[src/rtl/rollback_arbiter.sv]
// Merges ix/dd rollback and trap requests into one registered redirect per cycle.
// Optional perf event outputs are built when ROLLBACK_PERF_EN is defined.
module rollback_arbiter #(
  parameter int unsigned NUM_THREADS = 4,
  parameter int unsigned TW          = $clog2(NUM_THREADS)
) (
  input  logic                   clk,
  input  logic                   reset,
  input  logic                   ix_instruction_valid,
  input  logic                   ix_rollback_en,
  input  logic [31:0]            ix_rollback_pc,
  input  logic                   ix_privileged_op_fault,
  input  logic [31:0]            ix_pc,
  input  logic [TW-1:0]          ix_thread_idx,
  input  logic [3:0]             ix_subcycle,
  input  logic                   dd_instruction_valid,
  input  logic                   dd_rollback_en,
  input  logic [31:0]            dd_rollback_pc,
  input  logic                   dd_fault,
  input  logic [3:0]             dd_fault_cause,
  input  logic [31:0]            dd_pc,
  input  logic [TW-1:0]          dd_thread_idx,
  input  logic [3:0]             dd_subcycle,
  input  logic [31:0]            cr_trap_handler,
  output logic                   wb_rollback_en,
  output logic [TW-1:0]          wb_rollback_thread_idx,
  output logic [31:0]            wb_rollback_pc,
  output logic [3:0]             wb_rollback_subcycle,
  output logic                   wb_trap,
  output logic [3:0]             wb_trap_cause,
  output logic [31:0]            wb_trap_pc,
  output logic [NUM_THREADS-1:0] wb_rollback_pending,
  output logic                   wb_perf_rollback_ix,
  output logic                   wb_perf_rollback_dd,
  output logic                   wb_perf_rollback_deferred
);

  localparam logic [3:0] CAUSE_PRIV_OP = 4'h6;

  typedef struct packed {
    logic        trap;
    logic [3:0]  cause;
    logic [31:0] target_pc;
    logic [31:0] fault_pc;
    logic [3:0]  subcycle;
  } rb_rec_t;

  rb_rec_t                 slot_rec [NUM_THREADS];
  logic [NUM_THREADS-1:0]  slot_valid;
  logic [TW-1:0]           rr_ptr;

  logic                    ix_req, dd_req;
  rb_rec_t                 ix_rec, dd_rec;
  logic [NUM_THREADS-1:0]  squash;
  logic [NUM_THREADS-1:0]  cand_valid;
  logic [NUM_THREADS-1:0]  cand_from_dd;
  rb_rec_t                 cand_rec [NUM_THREADS];
  logic                    grant_any;
  logic [TW-1:0]           grant_idx;
  logic [NUM_THREADS-1:0]  new_slot;

  // Fault wins over rollback within a source; traps resume at subcycle 0.
  always_comb begin
    ix_req           = ix_instruction_valid && (ix_rollback_en || ix_privileged_op_fault);
    dd_req           = dd_instruction_valid && (dd_rollback_en || dd_fault);
    ix_rec.trap      = ix_privileged_op_fault;
    ix_rec.cause     = ix_privileged_op_fault ? CAUSE_PRIV_OP : 4'h0;
    ix_rec.target_pc = ix_privileged_op_fault ? cr_trap_handler : ix_rollback_pc;
    ix_rec.fault_pc  = ix_pc;
    ix_rec.subcycle  = ix_privileged_op_fault ? 4'h0 : ix_subcycle;
    dd_rec.trap      = dd_fault;
    dd_rec.cause     = dd_fault ? dd_fault_cause : 4'h0;
    dd_rec.target_pc = dd_fault ? cr_trap_handler : dd_rollback_pc;
    dd_rec.fault_pc  = dd_pc;
    dd_rec.subcycle  = dd_fault ? 4'h0 : dd_subcycle;
  end

  // Per-thread oldest candidate: pending slot, then dd, then ix.
  always_comb begin
    for (int t = 0; t < NUM_THREADS; t++) begin
      squash[t]       = wb_rollback_en && (wb_rollback_thread_idx == TW'(t));
      cand_valid[t]   = 1'b0;
      cand_from_dd[t] = 1'b0;
      cand_rec[t]     = '0;
      if (slot_valid[t]) begin
        cand_valid[t] = 1'b1;
        cand_rec[t]   = slot_rec[t];
      end else if (dd_req && dd_thread_idx == TW'(t) && !squash[t]) begin
        cand_valid[t]   = 1'b1;
        cand_from_dd[t] = 1'b1;
        cand_rec[t]     = dd_rec;
      end else if (ix_req && ix_thread_idx == TW'(t) && !squash[t]) begin
        cand_valid[t] = 1'b1;
        cand_rec[t]   = ix_rec;
      end
    end
  end

  // Round-robin: rr_ptr names the highest-priority thread this cycle.
  always_comb begin
    int unsigned idx;
    grant_any = 1'b0;
    grant_idx = '0;
    for (int i = 0; i < NUM_THREADS; i++) begin
      idx = (32'(rr_ptr) + 32'(i)) % NUM_THREADS;
      if (!grant_any && cand_valid[idx]) begin
        grant_any = 1'b1;
        grant_idx = TW'(idx);
      end
    end
    for (int t = 0; t < NUM_THREADS; t++) begin
      new_slot[t] = cand_valid[t] && !slot_valid[t] && !(grant_any && grant_idx == TW'(t));
    end
  end

  always_ff @(posedge clk or posedge reset) begin
    if (reset) begin
      wb_rollback_en         <= 1'b0;
      wb_rollback_thread_idx <= '0;
      wb_rollback_pc         <= '0;
      wb_rollback_subcycle   <= '0;
      wb_trap                <= 1'b0;
      wb_trap_cause          <= '0;
      wb_trap_pc             <= '0;
      rr_ptr                 <= '0;
      slot_valid             <= '0;
      for (int t = 0; t < NUM_THREADS; t++) slot_rec[t] <= '0;
    end else begin
      wb_rollback_en <= grant_any;
      if (grant_any) begin
        wb_rollback_thread_idx <= grant_idx;
        wb_rollback_pc         <= cand_rec[grant_idx].target_pc;
        wb_rollback_subcycle   <= cand_rec[grant_idx].subcycle;
        wb_trap                <= cand_rec[grant_idx].trap;
        wb_trap_cause          <= cand_rec[grant_idx].cause;
        wb_trap_pc             <= cand_rec[grant_idx].fault_pc;
        rr_ptr                 <= TW'((32'(grant_idx) + 32'd1) % NUM_THREADS);
      end
      for (int t = 0; t < NUM_THREADS; t++) begin
        if (grant_any && grant_idx == TW'(t)) begin
          slot_valid[t] <= 1'b0;
        end else if (new_slot[t]) begin
          slot_valid[t] <= 1'b1;
          slot_rec[t]   <= cand_rec[t];
        end
      end
    end
  end

  assign wb_rollback_pending = slot_valid;

`ifdef ROLLBACK_PERF_EN
  logic [NUM_THREADS-1:0] slot_from_dd;

  // Source of each pending record is kept so deferred grants are attributed correctly.
  always_ff @(posedge clk or posedge reset) begin
    if (reset) begin
      slot_from_dd              <= '0;
      wb_perf_rollback_ix       <= 1'b0;
      wb_perf_rollback_dd       <= 1'b0;
      wb_perf_rollback_deferred <= 1'b0;
    end else begin
      wb_perf_rollback_ix       <= grant_any && !(slot_valid[grant_idx] ? slot_from_dd[grant_idx]
                                                                        : cand_from_dd[grant_idx]);
      wb_perf_rollback_dd       <= grant_any &&  (slot_valid[grant_idx] ? slot_from_dd[grant_idx]
                                                                        : cand_from_dd[grant_idx]);
      wb_perf_rollback_deferred <= |new_slot;
      for (int t = 0; t < NUM_THREADS; t++) begin
        if (new_slot[t]) slot_from_dd[t] <= cand_from_dd[t];
      end
    end
  end
`else
  assign wb_perf_rollback_ix       = 1'b0;
  assign wb_perf_rollback_dd       = 1'b0;
  assign wb_perf_rollback_deferred = 1'b0;
`endif

endmodule
[config.mk]
export PLATFORM = sky130hd
export DESIGN_NAME = rollback_arbiter
export DESIGN_NICKNAME = d
export VERILOG_FILES = /design/src/rtl/rollback_arbiter.sv
export SDC_FILE = /design/constraint.sdc
export NUM_CORES = 1
export LEC_CHECK = 0
export CELL_PAD_IN_SITES_DETAIL_PLACEMENT = 1
export CELL_PAD_IN_SITES_GLOBAL_PLACEMENT = 2
export CORE_MARGIN = 1.5
export CORE_UTILIZATION = 35
export CTS_CLUSTER_SIZE = 28
export DETAILED_ROUTE_END_ITERATION = 8
export PLACE_DENSITY = 0.78
export SLEW_MARGIN = 15
export SYNTH_ARGS = -nofsm -noshare
export SYNTH_HDL_FRONTEND = slang
export SYNTH_SLANG_ARGS = --single-unit
export TNS_END_PERCENT = 1
[constraint.sdc]
create_clock -name clk -period 28.7 [get_ports clk]
set_input_delay 7.175 -clock clk [delete_from_list [all_inputs] [get_ports clk]]
set_output_delay 7.175 -clock clk [all_outputs]
set_load 0.005 [all_outputs]
==> run_results.csv, run 1 <==
group,metric,value,unit
run_status,status,"completed",
critical_path,cpPeakStageDelay,0.87,ns
sta,final.setup_skew,0.0404,ns
global_route,grt_pass1_vias,21914,
logic_synthesis,synth_top_area_frac,0.402,
logic_synthesis,synth.area.top_cells,"dfrtp_1, mux2i_1, mux2_2",
sta,setup_viol,0,
route,drc_errors,0,
clock_tree,post_cts_resized,0,
global_route,grt_pass1_wl,136,mm
global_route,busiest_layer,"met2",
sta,finalWorstSetupSlack,16.86,ns
clock_tree,cts.path.max_buffers,3,
clock_tree,clk_pin_slew_worst_paths,0.06,ns
clock_tree,cts_setup_buffers,0,
pwr,power_leakage,11.4,nW
clock_tree,tritoncts.num_buffers,45,
logic_synthesis,ys_seq_area_frac,0.402,
critical_path,worstPathRequired,29.17,ns
final_layout,drive_above_1_share,0.174,
sta,post-route-min-period,11.84,ns
route,ant_nets,0,
min_path,hold_path_class,"reg -> reg",
logic_synthesis,synth.distinct_cells,64,
floorplan,start_util,0.354,
critical_path,cp_slowest_cell,"buf_4",
sta,drv_slew,0,
sta,rsz0062_at_grt,"no",
floorplan,rows,94,
logic_synthesis,ys_warn_count,0,
clock_tree,insertion_delay,0.59,ns
pwr,peakVddDrop,0.106,mV
placed_design,dpl_cell_area,26400,µm²
placed_design,dp_slack,16.34,ns
critical_path,path_buf_inv,4,
global_route,use_met3,0.0366,
critical_path,worstSetupStartpointType,"input pin",
logic_synthesis,synthArstFlopShare,1.00,
floorplan,io_pins,267,
clock_tree,cts_htree_levels,2,
global_route,antenna_found_initial,4,
critical_path,crit_path_cell_trace,"clkdlybuf4s50_1 -> o2111ai_1 -> a21oi_1 -> nor2_4 -> buf_4 -> o211ai_1 -> a21oi_4 -> buf_4 -> a21oi_4 -> buf_4 -> mux2_1",
final_layout,layout_commonest_cell,"dfrtp_1",
final_layout,nNetsFinal,2520,
logic_synthesis,syn_area_per_cell,10.5,µm²
clock_tree,cts.sinks,374,
final_layout,instances_no_fill,3234,
sta,tns,0,ns
sta,worst_slew_pin_slew,1.18,ns
critical_path,path_class,"in -> reg",
global_route,grt_max_degree,132,
critical_path,critPathTopFamily,"buffers and inverters",
placed_design,hpwl,53.5,mm
critical_path,path_max_fanout,75,
placed_design,port_buffers,263,
logic_synthesis,ys_ff_latch,374,
route,drt-total-wl,88.2,mm
placed_design,dp_cells,3152,
placed_design,place_congestion,0.821,
logic_synthesis,syn_area,23300,µm²
final_layout,mostFrequentLayoutCells,"dfrtp_1, clkdlybuf4s50_1, o21ai_0",
route,viasPerCell,6.19,
final_layout,num_antenna_cells,0,
pwr,powerDensity,101,nW/µm²
global_route,grt_util_met2,0.429,
route,num_vias,20029,
route,wl_per_cell,27.3,µm
floorplan,die_x,261,µm
clock_tree,tritoncts,"built",
global_route,gr-usage-met1,0.346,
sta,whs,0.485,ns
final_layout,syn2layout_area_growth,20.1,%
logic_synthesis,synth_cells,2214,
sta,hold_viol_final,0,
route,first_iter_violations,1606,
route,drtPass1Iterations,6,
global_route,grt_overflow,0,
logic_synthesis,synth_flop_cell,"dfrtp_1",
sta,fmax,84.5,MHz
floorplan,dieArea,68000,µm²
floorplan,die_h,261,µm
logic_synthesis,synth-edff-count,0,
final_layout,stdcell_area,27900,µm²
clock_tree,clockRootBuffer,"clkbuf_16",
job,maxCapViolCount,0,
sta,timing.slew.headroom,0.213,
critical_path,cp.arrival,12.31,ns
logic_synthesis,synth_top_area_cell,"dfrtp_1",
critical_path,critPathCaptureType,"flip-flop",
clock_tree,ctsHoldBuffers,0,
floorplan,core-area,65700,µm²
sta,finalCritPeriodShare,0.412,
critical_path,crit_top_cell,"buf_4",
global_route,grt_usage,0.260,
[flip-flops by register name, indices dropped and copies added, names as in the netlist]
name and cells:
slot_rec 292, wb_rollback_en 1, rr_ptr 2, wb_rollback_subcycle 4
wb_trap 1, wb_trap_pc 32, wb_rollback_pc 32, wb_trap_cause 4
wb_rollback_pending 4, wb_rollback_thread_idx 2
[cells in the mapped netlist (5+ instances only)]
library cell	count
a2111oi_0	35
a222oi_1	64
mux2_1	70
mux2_4	70
buf_1	10
o211a_1	31
inv_1	75
and3_1	8
buf_2	32
nor2b_1	11
o211ai_1	16
a21oi_1	17
a22oi_1	73
a211oi_1	36
a2111o_1	34
mux2_2	183
buf_6	9
nor3_1	9
nand2_1	238
mux2i_1	208
buf_4	22
a221o_1	71
a21oi_2	5
clkbuf_1	157
nor2_1	16
dfrtp_1	374
o2111ai_1	35
o21ai_0	241
[worst paths after layout]
path	cells past startpoint	startpoint	slack [ns]	end
max	11	dd_thread_idx[1]	16.86	slot_rec[170]$_DFFE_PP0P_
min	1	slot_rec[204]$_DFFE_PP0P_	0.49	slot_rec[204]$_DFFE_PP0P_
max reg2reg	8	wb_rollback_pending[1]$_DFFE_PP0P_	23.51	slot_rec[97]$_DFFE_PP0P_
min reg2reg	1	slot_rec[204]$_DFFE_PP0P_	0.49	slot_rec[204]$_DFFE_PP0P_
max in group asynchronous	4	reset	19.19	slot_rec[118]$_DFFE_PP0P_
min in group asynchronous	2	reset	7.16	wb_trap_pc[5]$_DFFE_PP0N_
[area by class of cell]
class	instances	area [µm²]
Sequential cell	374	9370
Inverter	76	293
Clock buffer	64	1330
Timing Repair Buffer	303	2940
Multi-Input combinational cell	1536	12700
Fill cell	7036	37800
Clock inverter	17	171
Tap cell	864	1080
[routing by layer]
metal  vias up  routed length [µm]
li1       8714                   -
met1     10502               39200
met2       645               41500
met3       160                4850
met4         8                2580
met5         -                  55
[report_power, final]
| group | internal (mW) | switching, mW |
|---|---|---|
| combinational | 0.539 | 0.803 |
| sequential | 0.728 | 0.160 |
| clock | 0.348 | 0.241 |
[cell families after synthesis]
| logic type | Yosys count | share of synthesized area |
|---|---|---|
| buffers and inverters | 306 | 0.0576 |
| and+or+nand+nor | 307 | 0.0557 |
| muxes | 531 | 0.257 |
| other | 1 | 0.000161 |
| AOI/OAI and AO/OA | 695 | 0.227 |
| DFF | 374 | 0.402 |
[stage by stage]
stage	util	power, mW
after global routing	0.425	2.97
final	0.425	2.82
after global placement	0.401	2.16
after floorplan	-	1.73
after CTS	0.424	2.82
after detailed placement	0.402	2.22
Note: power is estimated with default switching activity, not from simulation.
==> run 2: changes to the inputs <==
CORE_UTILIZATION = 34   (was 35)
PLACE_DENSITY = 0.79   (was 0.78)
clock period = 9.9 ns   (was 28.7 ns; I/O delays follow)
==> run 2 against run 1 <==
  * Routed wire length is 0.63% lower
  * Power rose to 2.9 times the previous value
  * Utilization is 0.98 points lower
  * Non-clock buffer count increased by 1
  * Critical path depth fell by 1
  * Sequential share of layout area is essentially flat
  * Clock power increased to 2.9 times the previous value
  * Combinational power grew to 2.9 times the previous value
  * Flip-flop and latch count is the same
  * Die area up 2.9%
  * Register-to-register slack worse by 18 ns
==> run_results.csv, run 2 (synthesis results as in run 1) <==
group,metric,value,unit
run_status,status,"completed",
route,drt-total-wl,87.7,mm
final_layout,mostFrequentLayoutCells,"dfrtp_1, clkdlybuf4s50_1, o21ai_0",
sta,hold_viol_final,0,
placed_design,place_congestion,0.840,
pwr,seqPwrFrac,0.314,
clock_tree,cts_setup_buffers,0,
floorplan,start_util,0.345,
sta,tns,0,ns
final_layout,stdcell_area,28000,µm²
route,first_iter_violations,1512,
pwr,p_int,4.69,mW
clock_tree,clk_pin_slew_worst_paths,0.06,ns
route,wl_per_cell,27.0,µm
final_layout,num_antenna_cells,0,
final_layout,instances_no_fill,3247,
sta,fmax,143,MHz
final_layout,drive_above_1_share,0.173,
job,maxCapViolCount,0,
clock_tree,tritoncts,"built",
placed_design,dp_cells,3162,
min_path,hold_path_class,"reg -> reg",
final_layout,regMostFlops,"slot_rec",
final_layout,multi_input_area,12700,µm²
sta,post-route-min-period,7.01,ns
clock_tree,tritoncts.num_buffers,46,
pwr,total_power,8.19,mW
global_route,grt_usage,0.247,
final_layout,reg_top3,"slot_rec: 292 flops, wb_rollback_pc: 32 flops, wb_trap_pc: 32 flops",
floorplan,io_pins,267,
global_route,grt_overflow,0,
route,ant_nets,0,
final_layout,layout_commonest_cell,"dfrtp_1",
sta,setup_viol,0,
sta,final.setup_skew,0.0186,ns
floorplan,core-area,67400,µm²
final_layout,fillers,7255,
critical_path,path_max_fanout,41,
placed_design,dpl_cell_area,26400,µm²
pwr,powerDensity,293,nW/µm²
clock_tree,post_cts_resized,0,
critical_path,path_class,"in -> reg",
route,num_vias,19903,
final_layout,largest_reg_flops,292,
pwr,power_leakage,11.4,nW
pwr,swShare,0.428,
global_route,grt_pass1_vias,21870,
route,drtPass1Iterations,9,
clock_tree,cts.path.max_buffers,3,
final_layout,syn2layout_area_growth,20.2,%
sta,rsz0062_at_grt,"no",
route,viasPerCell,6.13,
sta,worst_slew_pin_slew,1.17,ns
global_route,grt_pass1_wl,135,mm
global_route,antenna_found_initial,2,
clock_tree,cts_htree_levels,2,
critical_path,cp.arrival,7.47,ns
floorplan,die_x,265,µm
clock_tree,ctsHoldBuffers,0,
clock_tree,cts.sinks,374,
clock_tree,clockRootBuffer,"clkbuf_16",
floorplan,dieArea,70000,µm²
global_route,grt_max_degree,155,
pwr,p_switching,3.50,mW
critical_path,critPathCaptureType,"flip-flop",
sta,finalCritPeriodShare,0.708,
sta,drv_slew,0,
final_layout,regArea,9370,µm²
floorplan,rows,95,
placed_design,port_buffers,263,
route,drc_errors,0,
sta,timing.slew.headroom,0.216,
critical_path,worstSetupStartpointType,"input pin",
placed_design,hpwl,54.6,mm
pwr,pwr-share-comb,0.478,
pwr,clockPowerShare,0.209,
floorplan,die_h,265,µm
pwr,peakVddDrop,0.248,mV
critical_path,worstPathRequired,10.36,ns
final_layout,nNetsFinal,2522,
clock_tree,insertion_delay,0.58,ns
[run 2: cell count changes in the layout (fill, tap and decap cells not counted), moves of 2 or more]
| cell | delta |
|---|---|
| clkinv_2 | -7 |
| clkbuf_8 | +2 |
| clkinvlp_4 | +2 |
| bufinv_16 | -2 |
| buf_12 | +2 |
| clkbuf_1 | +7 |
[run 2: metrics by stage]
step                      hold slack [ns]  setup slack, ns  utilization
after floorplan                     0.458             2.40            -
after global placement              0.466             2.60        0.392
after detailed placement            0.476             2.39        0.392
after CTS                           0.489             2.96        0.415
after global routing                0.507             2.76        0.415
final                               0.485             2.89        0.415
[run 2: worst max-delay path, stage by stage]
cell	delay, ns
clkdlybuf4s50_1	0.71
o211ai_1	0.24
o22ai_1	0.40
a21oi_1	0.26
a21oi_4	0.83
o211ai_4	0.11
buf_4	0.39
a21oi_4	0.91
buf_4	0.61
mux2_2	0.42
[run 2: final timing paths]
kind,from,to,slack (ns),cells past startpoint
max,dd_thread_idx[0],slot_rec[227]$_DFFE_PP0P_,2.89,10
min,slot_rec[190]$_DFFE_PP0P_,slot_rec[190]$_DFFE_PP0P_,0.49,1
max reg2reg,wb_rollback_thread_idx[1]$_DFFE_PP0N_,slot_rec[227]$_DFFE_PP0P_,5.02,8
min reg2reg,slot_rec[190]$_DFFE_PP0P_,slot_rec[190]$_DFFE_PP0P_,0.49,1
max in group asynchronous,reset,slot_rec[210]$_DFFE_PP0P_,5.90,3
min in group asynchronous,reset,slot_rec[12]$_DFFE_PP0P_,2.49,2
[run 2: final cells by class]
type	instances	share of cell area
clock inverters	10	0.00344
clock buffers	74	0.0503
repair buffers	304	0.106
multi-input cells	1536	0.455
well taps	873	0.0391
inverters	76	0.0103
flip-flops and latches	374	0.335
[run 2: power by group through the flow]
stage | sequential (mW) | combinational [mW] | clock, mW
6_report | 2.57 | 3.91 | 1.71
3_5_place_dp | 2.58 | 3.87 | 0
3_3_place_gp | 2.55 | 3.73 | 0
4_1_cts | 2.56 | 3.88 | 1.74
5_1_grt | 2.64 | 4.18 | 1.79
2_1_floorplan | 2.36 | 2.65 | 0
[run 2: metal layers]
| layer | up-vias | track usage | part of all wire |
|---|---|---|---|
| met5 | - | 0 | 0.00024 |
| met2 | 691 | 0.417 | 0.48 |
| li1 | 8727 | - | - |
| met4 | 4 | 0.0669 | 0.021 |
| met1 | 10351 | 0.328 | 0.44 |
| met3 | 130 | 0.0372 | 0.055 |
